**config.mk**
```make
export PLATFORM = sky130hd
export DESIGN_NAME = button_debouncer
export DESIGN_NICKNAME = d
export VERILOG_FILES = /design/src/rtl/button_debouncer.sv
export SDC_FILE = /design/constraint.sdc
export NUM_CORES = 1
export LEC_CHECK = 0
export CAP_MARGIN = 10
export CORE_MARGIN = 2
export CORE_UTILIZATION = 45
export CTS_BUF_LIST = sky130_fd_sc_hd__clkbuf_8
export DETAILED_ROUTE_END_ITERATION = 6
export GPL_TIMING_DRIVEN = 0
export PLACE_DENSITY = 0.72
export SLEW_MARGIN = 20
export SYNTH_ARGS = -nofsm -noshare
export SYNTH_HDL_FRONTEND = slang
export SYNTH_SLANG_ARGS = --single-unit
```
**constraint.sdc**
```tcl
create_clock -name clk_in -period 1.5 [get_ports clk_in]
set_input_delay 0.3 -clock clk_in [delete_from_list [all_inputs] [get_ports clk_in]]
set_output_delay 0.3 -clock clk_in [all_outputs]
set_load 0.03 [all_outputs]
```
**src/rtl/button_debouncer.sv**
```systemverilog
// Debounces an already-synchronized button level: the output follows the input only
// after it has differed for STABLE_CYCLES consecutive clocks, with one-cycle edge pulses.
module button_debouncer #(
  parameter int unsigned STABLE_CYCLES = 250000,
  parameter logic        INIT_VALUE    = 1'b0
) (
  input  logic clk_in,
  input  logic reset_in,
  input  logic signal_in,
  output logic signal_out,
  output logic is_rising_out,
  output logic is_falling_out
);

  localparam int unsigned CW = $clog2(STABLE_CYCLES + 1);
  localparam logic [CW-1:0] LP_LAST = CW'(STABLE_CYCLES - 1);

  logic          r_level;
  logic [CW-1:0] r_cnt;
  logic          r_rise;
  logic          r_fall;

  logic w_differs;
  logic w_qualified;

  assign w_differs   = (signal_in != r_level);
  assign w_qualified = w_differs && (r_cnt == LP_LAST);

  // Any sample matching the current level restarts qualification from zero,
  // so the counter tops out at STABLE_CYCLES-1 and never wraps.
  always_ff @(posedge clk_in) begin
    if (reset_in) begin
      r_level <= INIT_VALUE;
      r_cnt   <= '0;
      r_rise  <= 1'b0;
      r_fall  <= 1'b0;
    end else if (!w_differs) begin
      r_cnt  <= '0;
      r_rise <= 1'b0;
      r_fall <= 1'b0;
    end else if (w_qualified) begin
      r_level <= signal_in;
      r_cnt   <= '0;
      r_rise  <= signal_in;
      r_fall  <= ~signal_in;
    end else begin
      r_cnt  <= r_cnt + 1'b1;
      r_rise <= 1'b0;
      r_fall <= 1'b0;
    end
  end

  assign signal_out     = r_level;
  assign is_rising_out  = r_rise;
  assign is_falling_out = r_fall;

endmodule

```
==> key figures, run 1 <==
Yosys
  – Post-synthesis compound-gate area fraction: 4.73%
  – Number of distinct library cells after synthesis: 26
  – Post-Syn Instances: between 100 and 150
  – Largest family of logic cells by synthesized area: simple AND/OR/NAND/NOR gates
  – Register area share after synthesis: 44.2%
  – Post-Synth XOR/XNOR Area: around 14%
  – Syn Area/Cell: a little over 9 µm²
  – Register bit total from synthesis: 21
  – Adder-Cell Fraction of Synth Area: 1.31%
  – Synthesis Warnings: 0
  – Post-synthesis mux area share: between 1 and 1.5%
  – Syn Nets: 109
  – Mapped cell area: around 950 µm²
  – Synth Area in Simple Gates: a little under a third

Timing
  – Fin crit period: about 1600 ps
  – Clock skew: 5.89 ps
  – Fin. Hold Viols: 0
  – Fin crit share: 105%
  – Setup slack after layout: -69.5 ps
  – Setup_tns: -951 ps
  – Fmax: around 640 MHz
  – Slew Limit Fails: 0
  – Worst-margin pin slew: 333 ps
  – Setup violators final: 15
  – RSZ-0062 raised after global routing: true
  – Slew margin rel.: 77.5%

Clocking
  – Clk_lat worst skew: 260 ps
  – Clock Sinks: 21
  – Num CTS Buffers: 3
  – CTS tree: built
  – H-tree Lvls: 1
  – Worst-path clk slew: around 70 ps
  – Clk root buf: clkbuf_8
  – Max clock buf depth: 2

Detailed routing
  – Drt wl/cell: 12.1 µm
  – Final ANT Viol Nets: 0
  – Drt pass-1 iters: 4
  – DR iter-0 viols: 13
  – Residual DRC count: 0
  – DR vias/cell: 5.22
  – Final WL: around 1800 µm
  – Vias: 768

Placement
  – Port Buffers: 5
  – Pre-CTS setup slack: -215 ps
  – Instance area at placement: 1060 µm²
  – GPL Wtd Cong: approximately 0.77
  – Estimated wirelength of the detail-placed design: 1230 µm

Worst hold path
  – WHS Path Cells: 1
  – Min-delay src: r_cnt[0]
  – WHS Endpoint: r_cnt[0]
  – Hold Path Class: register to register

Worst setup path
  – Setup slack, reg-to-reg: -70 ps
  – FF-to-FF path depth: 5
  – Maximum fanout along the worst path: 6
  – Arrival time at the worst endpoint: around 1700 ps
  – Worst setup path startpoint: r_cnt[13]
  – CP Capture Type: register
  – Worst-path cell chain: or3b_1 -> or3_4 -> o21ai_4 -> buf_4 -> nor2_1
  – Worst r2r dst: r_cnt[3]
  – Kind of critical path: register to register
  – Worst path slowest cell: or3b_1
  – Startpoint types: register
  – Worst R2R Start: r_cnt[13]
  – Required @ worst endpoint: 1650 ps
  – Largest stage delay, worst path: just under 400 ps

Floorplanning
  – Core Box Area: 1980 µm²
  – Die W: 50 µm
  – Die area: about 2500 µm²
  – Initial Utilization: 48.0%
  – Die Y: 50 µm
  – Row count: 16
  – I/O pin total: 6

Finish
  – Post-layout utilization of the core: about three fifths
  – Synth-to-Final Area Change: 25.6%
  – Share of layout cells above drive strength 1: between 20% and 30%
  – Most frequent cells in the layout: 18 x nor2_1, 13 x xnor2_1, 13 x dfxtp_1
  – Post-Layout Inst Area: 1200 µm²
  – Antenna diodes: 0
  – Final #Nets: 125
  – Most common cell after layout, fill and taps aside: nor2_1

Run status
  – Status: complete, but fails checks
  – Violated checks: negative setup slack

GRT
  – First-pass GRT wire length: roughly 3200 µm
  – Grt total ovfl: 0
  – Number of global-route vias before repair: 723
  – Largest net degree at the start of global routing: 13
  – Tot GR Track Use: 17.1%
  – Initial antenna violation count: 0

Job
  – Maxcap violations: 0

Pwr
  – Pwr/cell area: between 700 and 800 nW/µm²
  – Peak supply drop: 888 µV
  – Leak: 0.000388 µW
## metal layers
layer / global-route usage [%] / part of all wire [%] / vias up
li1: - / - / 393
met4: 2.78 / 0.45 / 0
met2: 27.0 / 49 / 6
met5: 0 / 0 / -
met1: 22.3 / 47 / 367
met3: 6.36 / 3.2 / 2
## synth_stat cells
cell	count	area, µm²
a21oi_1	3	15.0
a31o_2	1	8.76
and2_1	1	6.26
and3_1	3	18.8
buf_6	1	11.3
dfxtp_1	21	420
ha_1	1	12.5
inv_1	5	18.8
mux2i_1	1	10.0
nand2_1	4	15.0
nand3_1	7	35.0
nand3_2	1	10.0
nand4_1	4	25.0
nor2_1	18	67.6
nor3_1	7	35.0
nor4_1	3	18.8
nor4_2	1	12.5
nor4b_1	2	17.5
nor4b_2	1	15.0
o21ai_0	1	5.00
o21ai_4	1	16.3
or2_2	1	6.26
or3_4	1	11.3
or3b_1	1	8.76
xnor2_1	13	114
xor2_1	2	17.5
## worst max-delay path by stage
stage | endpoint
after CTS | r_cnt[0]
after detailed placement | r_cnt[17]
after global routing | r_cnt[14]
after floorplan | r_cnt[0]
after global placement | r_cnt[17]
final | r_cnt[3]
## where the power goes
group          total, µW  leakage (µW)  internal, µW  switching, µW
Clock                358     0.0000255           185            174
Combinational       33.6      0.000189          16.9           16.7
Sequential           564      0.000173           560           3.78
Total                956      0.000388           762            194
## state kept, by name, indices dropped and copies added (netlist names)
name / flops
is_rising_out: 1
is_falling_out: 1
r_cnt: 18
signal_out: 1
## through the flow
stage / std cells / hold slack, ps / power, µW
floorplan: 105 / 369 / 594
global placement: 137 / 467 / 605
detailed placement: 137 / 479 / 606
CTS: 147 / 462 / 966
global route: 147 / 471 / 988
finish: 147 / 458 / 956
## kinds of logic after synthesis
family,count (synthesis)
flops,21
compound gates,6
fa+ha+maj,1
buf+inv,6
simple gates,55
mux,1
xor+xnor,15
## critical path, delay by kind of cell, from the launching register on
| kind | cells | cell delay [ps] |
|---|---|---|
| buf+inv | 1 | 160 |
| simple gates | 3 | 790 |
| compound gates | 1 | 160 |
| flops | 1 | 350 |
## repair_timing
action                     in CTS  in global routing
setup buffers                   6                  0
setup endpoints to repair      19                 20
cloned                          0                  0
hold buffers                    0                  0
pin swaps                       4                  1
resized for setup              10                  5
## area by class of cell
class,count,area [µm²]
inverter,5,18.8
multi-input combinational,78,564
buffer,1,11.3
clock buffer,3,41.3
sequential,21,430
tap,27,33.8
timing repair buffer,11,91.3
clock inverter,1,5.00
fill,179,786
Note: power is estimated with default switching activity, not from simulation.
==> inputs of run 2 (changes only) <==
PLACE_DENSITY = 0.69   (was 0.72)
clock period = 1.9 ns   (was 1.5 ns; I/O delays follow)
==> key figures, run 2 (synthesis gave the netlist of run 1 again) <==
GRT
  – Tot GR Track Use: ~16%
  – First-pass GRT wire length: approximately 3100 µm
  – Number of global-route vias before repair: around 730
  – Initial antenna violation count: 0
  – Grt total ovfl: 0
  – Largest net degree at the start of global routing: 12

Detailed routing
  – Drt pass-1 iters: 4
  – Final WL: 1710 µm
  – Vias: 744
  – Final ANT Viol Nets: 0
  – DR vias/cell: 5.20
  – DR iter-0 viols: 12
  – Drt wl/cell: 11.9 µm
  – Residual DRC count: 0

Finish
  – Share of layout cells above drive strength 1: 12.9%
  – Most common cell after layout, fill and taps aside: dfxtp_1
  – Number of flip-flops in the largest register: 18
  – Synth-to-Final Area Change: 16.3%
  – Final #Nets: 121
  – Non-Filler Instances: 143
  – Most frequent cells in the layout: 21 x dfxtp_1, 18 x nor2_1, 13 x xnor2_1
  – Post-Layout Inst Area: approximately 1100 µm²
  – Top reg by flops: r_cnt
  – Antenna diodes: 0

Timing
  – Setup violators final: 0
  – Fin Hold WS: 462 ps
  – Setup_tns: 0 ps
  – Slew Limit Fails: 0
  – Setup slack after layout: 184 ps
  – Fmax: 583 MHz
  – Slew margin rel.: between 70% and 80%
  – Fin crit share: 90.3%
  – Worst-margin pin slew: 393 ps
  – Clock skew: about 2.4 ps
  – RSZ-0062 raised after global routing: false
  – Fin crit period: 1720 ps
  – Fin. Hold Viols: 0

Worst setup path
  – CP Capture Type: register
  – Worst R2R Start: r_cnt[0]
  – Maximum fanout along the worst path: 10
  – Arrival time at the worst endpoint: 1860 ps
  – Kind of critical path: register to register
  – Startpoint types: register
  – Worst r2r dst: r_cnt[15]
  – Setup slack, reg-to-reg: around 180 ps
  – FF-to-FF path depth: 6
  – Required @ worst endpoint: 2050 ps

Clocking
  – CTS Hold Bufs: 0
  – H-tree Lvls: 1
  – Max clock buf depth: 2
  – Clk root buf: clkbuf_8
  – CTS tree: built
  – Clk_lat worst skew: 250 ps
  – Num CTS Buffers: 3
  – Clock Sinks: 21
  – Worst-path clk slew: 70 ps

Floorplanning
  – Core Box Area: roughly 2000 µm²
  – I/O pin total: 6
  – Die W: approximately 50 µm
  – Die area: 2500 µm²
  – Die Y: 50 µm
  – Initial Utilization: 48.0%
  – Row count: 16

Placement
  – Port Buffers: 5
  – Pre-CTS setup slack: 17.7 ps
  – Estimated wirelength of the detail-placed design: between 1000 and 1500 µm
  – GPL Wtd Cong: 0.728
  – Instance area at placement: 1040 µm²
  – Placed cell count: 137

Pwr
  – Peak supply drop: 390 µV
  – Pwr/cell area: 673 nW/µm²
  – Leak: 0.000326 µW

Job
  – Maxcap violations: 0

Worst hold path
  – Min-delay src: r_cnt[0]
  – WHS Endpoint: r_cnt[0]
  – Hold Path Class: register to register
  – WHS Path Cells: 1

Run status
  – Status: complete, no violations
[run 2: cell types whose count changed in the layout (fill, tap and decap cells not counted), sizes merged]
cell / previous run / this run
clkinv: 1 / 0
inv: 5 / 6
dlygate4sd2: 3 / 0
buf: 7 / 3
clkdlybuf4s50: 2 / 5
[run 2: worst max path at each step]
stage                end  slack, ps      from  depth (start not counted)
5_1_grt        r_cnt[16]         30  r_cnt[0]                          5
3_3_place_gp    r_cnt[8]         60  r_cnt[0]                          6
6_report       r_cnt[15]        180  r_cnt[0]                          6
2_1_floorplan  r_cnt[10]        290  r_cnt[0]                          6
3_5_place_dp    r_cnt[9]         20  r_cnt[0]                          6
4_1_cts         r_cnt[9]          6  r_cnt[0]                          6
[run 2: layout make-up]
class / count / area (µm²)
Buffer: 1 / 11.3
Clock buffer: 3 / 41.3
Clock inverter: 1 / 3.75
Fill cell: 182 / 875
Inverter: 5 / 18.8
Multi-Input combinational cell: 78 / 513
Sequential cell: 21 / 420
Tap cell: 27 / 33.8
Timing Repair Buffer: 7 / 65.1
[run 2: timing repair]
action,4_1_cts,5_1_grt
gates resized for setup,0,2
setup buffers,0,2
setup endpoints to repair,0,12
[run 2: metrics by stage]
step                      total power [µW]  utilization, %
after CTS                              751            54.5
after floorplan                        467               -
after global routing                   780            55.9
after detailed placement               476            52.3
after global placement                 476            52.3
final                                  746            55.9
[run 2: power by group]
group / total, µW / internal [µW] / switching, µW
registers: 444 / 442 / 1.92
logic: 25.3 / 12.6 / 12.7
clock network: 276 / 143 / 133
[run 2: worst max-delay path, cell delays in order, from the launching register on]
cell and delay [ps]:
dfxtp_1 370, ha_1 230, nand3_2 180, or3_4 430
o21ai_4 190, buf_6 160, nor2_1 50
[run 2: per-layer routing]
metal | global-route usage (%) | wire length (µm) | share of wire [%]
met1 | 20.8 | 816 | 48
met2 | 27.2 | 825 | 48
met3 | 2.73 | 64 | 3.8
met4 | 4.17 | 0 | 0
met5 | 0 | 0 | 0
==> RTL change: new RTL, settings of run 1 <==
`STABLE_CYCLES`: 250000 -> 125000.
--- a/src/rtl/button_debouncer.sv
+++ b/src/rtl/button_debouncer.sv
@@ -3,3 +3,3 @@
 module button_debouncer #(
-  parameter int unsigned STABLE_CYCLES = 250000,
+  parameter int unsigned STABLE_CYCLES = 125000,
   parameter logic        INIT_VALUE    = 1'b0
Check against the original RTL: no difference found for any inputs over 10 cycles, from zero or initial values and one cycle with reset_in high; that may be too few to reach the edited logic, so the function may still have changed.
==> RTL change against run 1 <==
The flow still finishes with violations (setup timing). Maximum frequency is 10% lower. Power grew 2.6%. Sequential cell count is 1 lower. Final area shrank 5.1%. Synthesized area fell by 6.8%. Final cell count fell by 5.4%. Setup slack lost 0.18 ns. Routed wire length down 3.5%. Sequential share of layout area is 0.18 points higher.
==> RTL change: results (changes against run 1) <==
Parameter                              Value

Route
  Sum of met2 wire segment lengths after detailed routing    839 um (was 879 um)
  Met3 WL post-DR    52 um (was 57 um)
  Average vias per placed instance    5.173 (was 5.224)
  Routed length on met1    804 um (was 841 um)

STA
  Fin Clk Skew    0.001726 ns (was 0.005893 ns)
  Final total negative setup slack    -4.397 ns (was -0.9510 ns)
  Slack of the critical path    -0.2480 ns (was -0.06954 ns)
  Worst-case hold slack    0.4760 ns (was 0.4584 ns)
  Setup violation total in the final timing report    20 (was 15)

Final layout
  Number of nets at the end of the flow    117 (was 125)
  Clock buffer instance count of the final layout    4 (was 3)
  Layout clock area frac    0.04851 (was 0.03870)
  Share of layout cells above drive strength 1    0.2321 (was 0.2500)

Logic synthesis
  Sequential share of the synthesized area    0.4513 (was 0.4415)
  Most area-consuming cells after synthesis    dfxtp_1, xnor2_1, nor2_1 (unchanged)
  Post-Synthesis Cells    97 (was 105)

GRT
  M1 GR Usage    0.1972 (was 0.2233)

Status
  Failing checks    setup timing (unchanged)
  Outcome    finished with violations (unchanged)

Worst setup path
  Worst Path Arrival    1.90 ns (was 1.72 ns)

Floorplanning
  Area inside the core boundary    1902 um2 (was 1982 um2)

Placement
  Detailed Place HPWL    1.078 mm (was 1.230 mm)
  Post-placement worst setup slack    -0.3056 ns (was -0.2150 ns)
  Number of placed instances, taps included    129 (was 137)

Clock network
  # resized after CTS    6 (was 10)
==> RTL change: logic make-up (layout without fill, tap and decap cells) <==
logic type                 count (synthesis)  count (layout)  share of synthesized area
buffers and inverters                      5              20                    0.03808
xor gates and xnor gates                  14              14                     0.1382
adders and majority gates                  1               1                    0.01410
muxes                                      1               1                    0.01128
AOI/OAI and AO/OA                          3               3                    0.02115
DFF                                       20              20                     0.4513
and+or+nand+nor                           53              53                     0.3258
==> RTL change: worst max-delay path, stage by stage (launching register included) <==
cell and delay, ns:
dfxtp_2 0.33, or4b_4 0.55, nor4_4 0.29, a211o_1 0.15
buf_6 0.13, clkbuf_16 0.15, nor2_1 0.04
==> RTL change: report_power, final <==
part / leakage (nW) / internal (mW) / switching, mW
sequential: 0.164 / 0.530 / 0.00259
clock: 0.0288 / 0.233 / 0.169
combinational: 0.172 / 0.0263 / 0.0198
total: 0.365 / 0.789 / 0.192
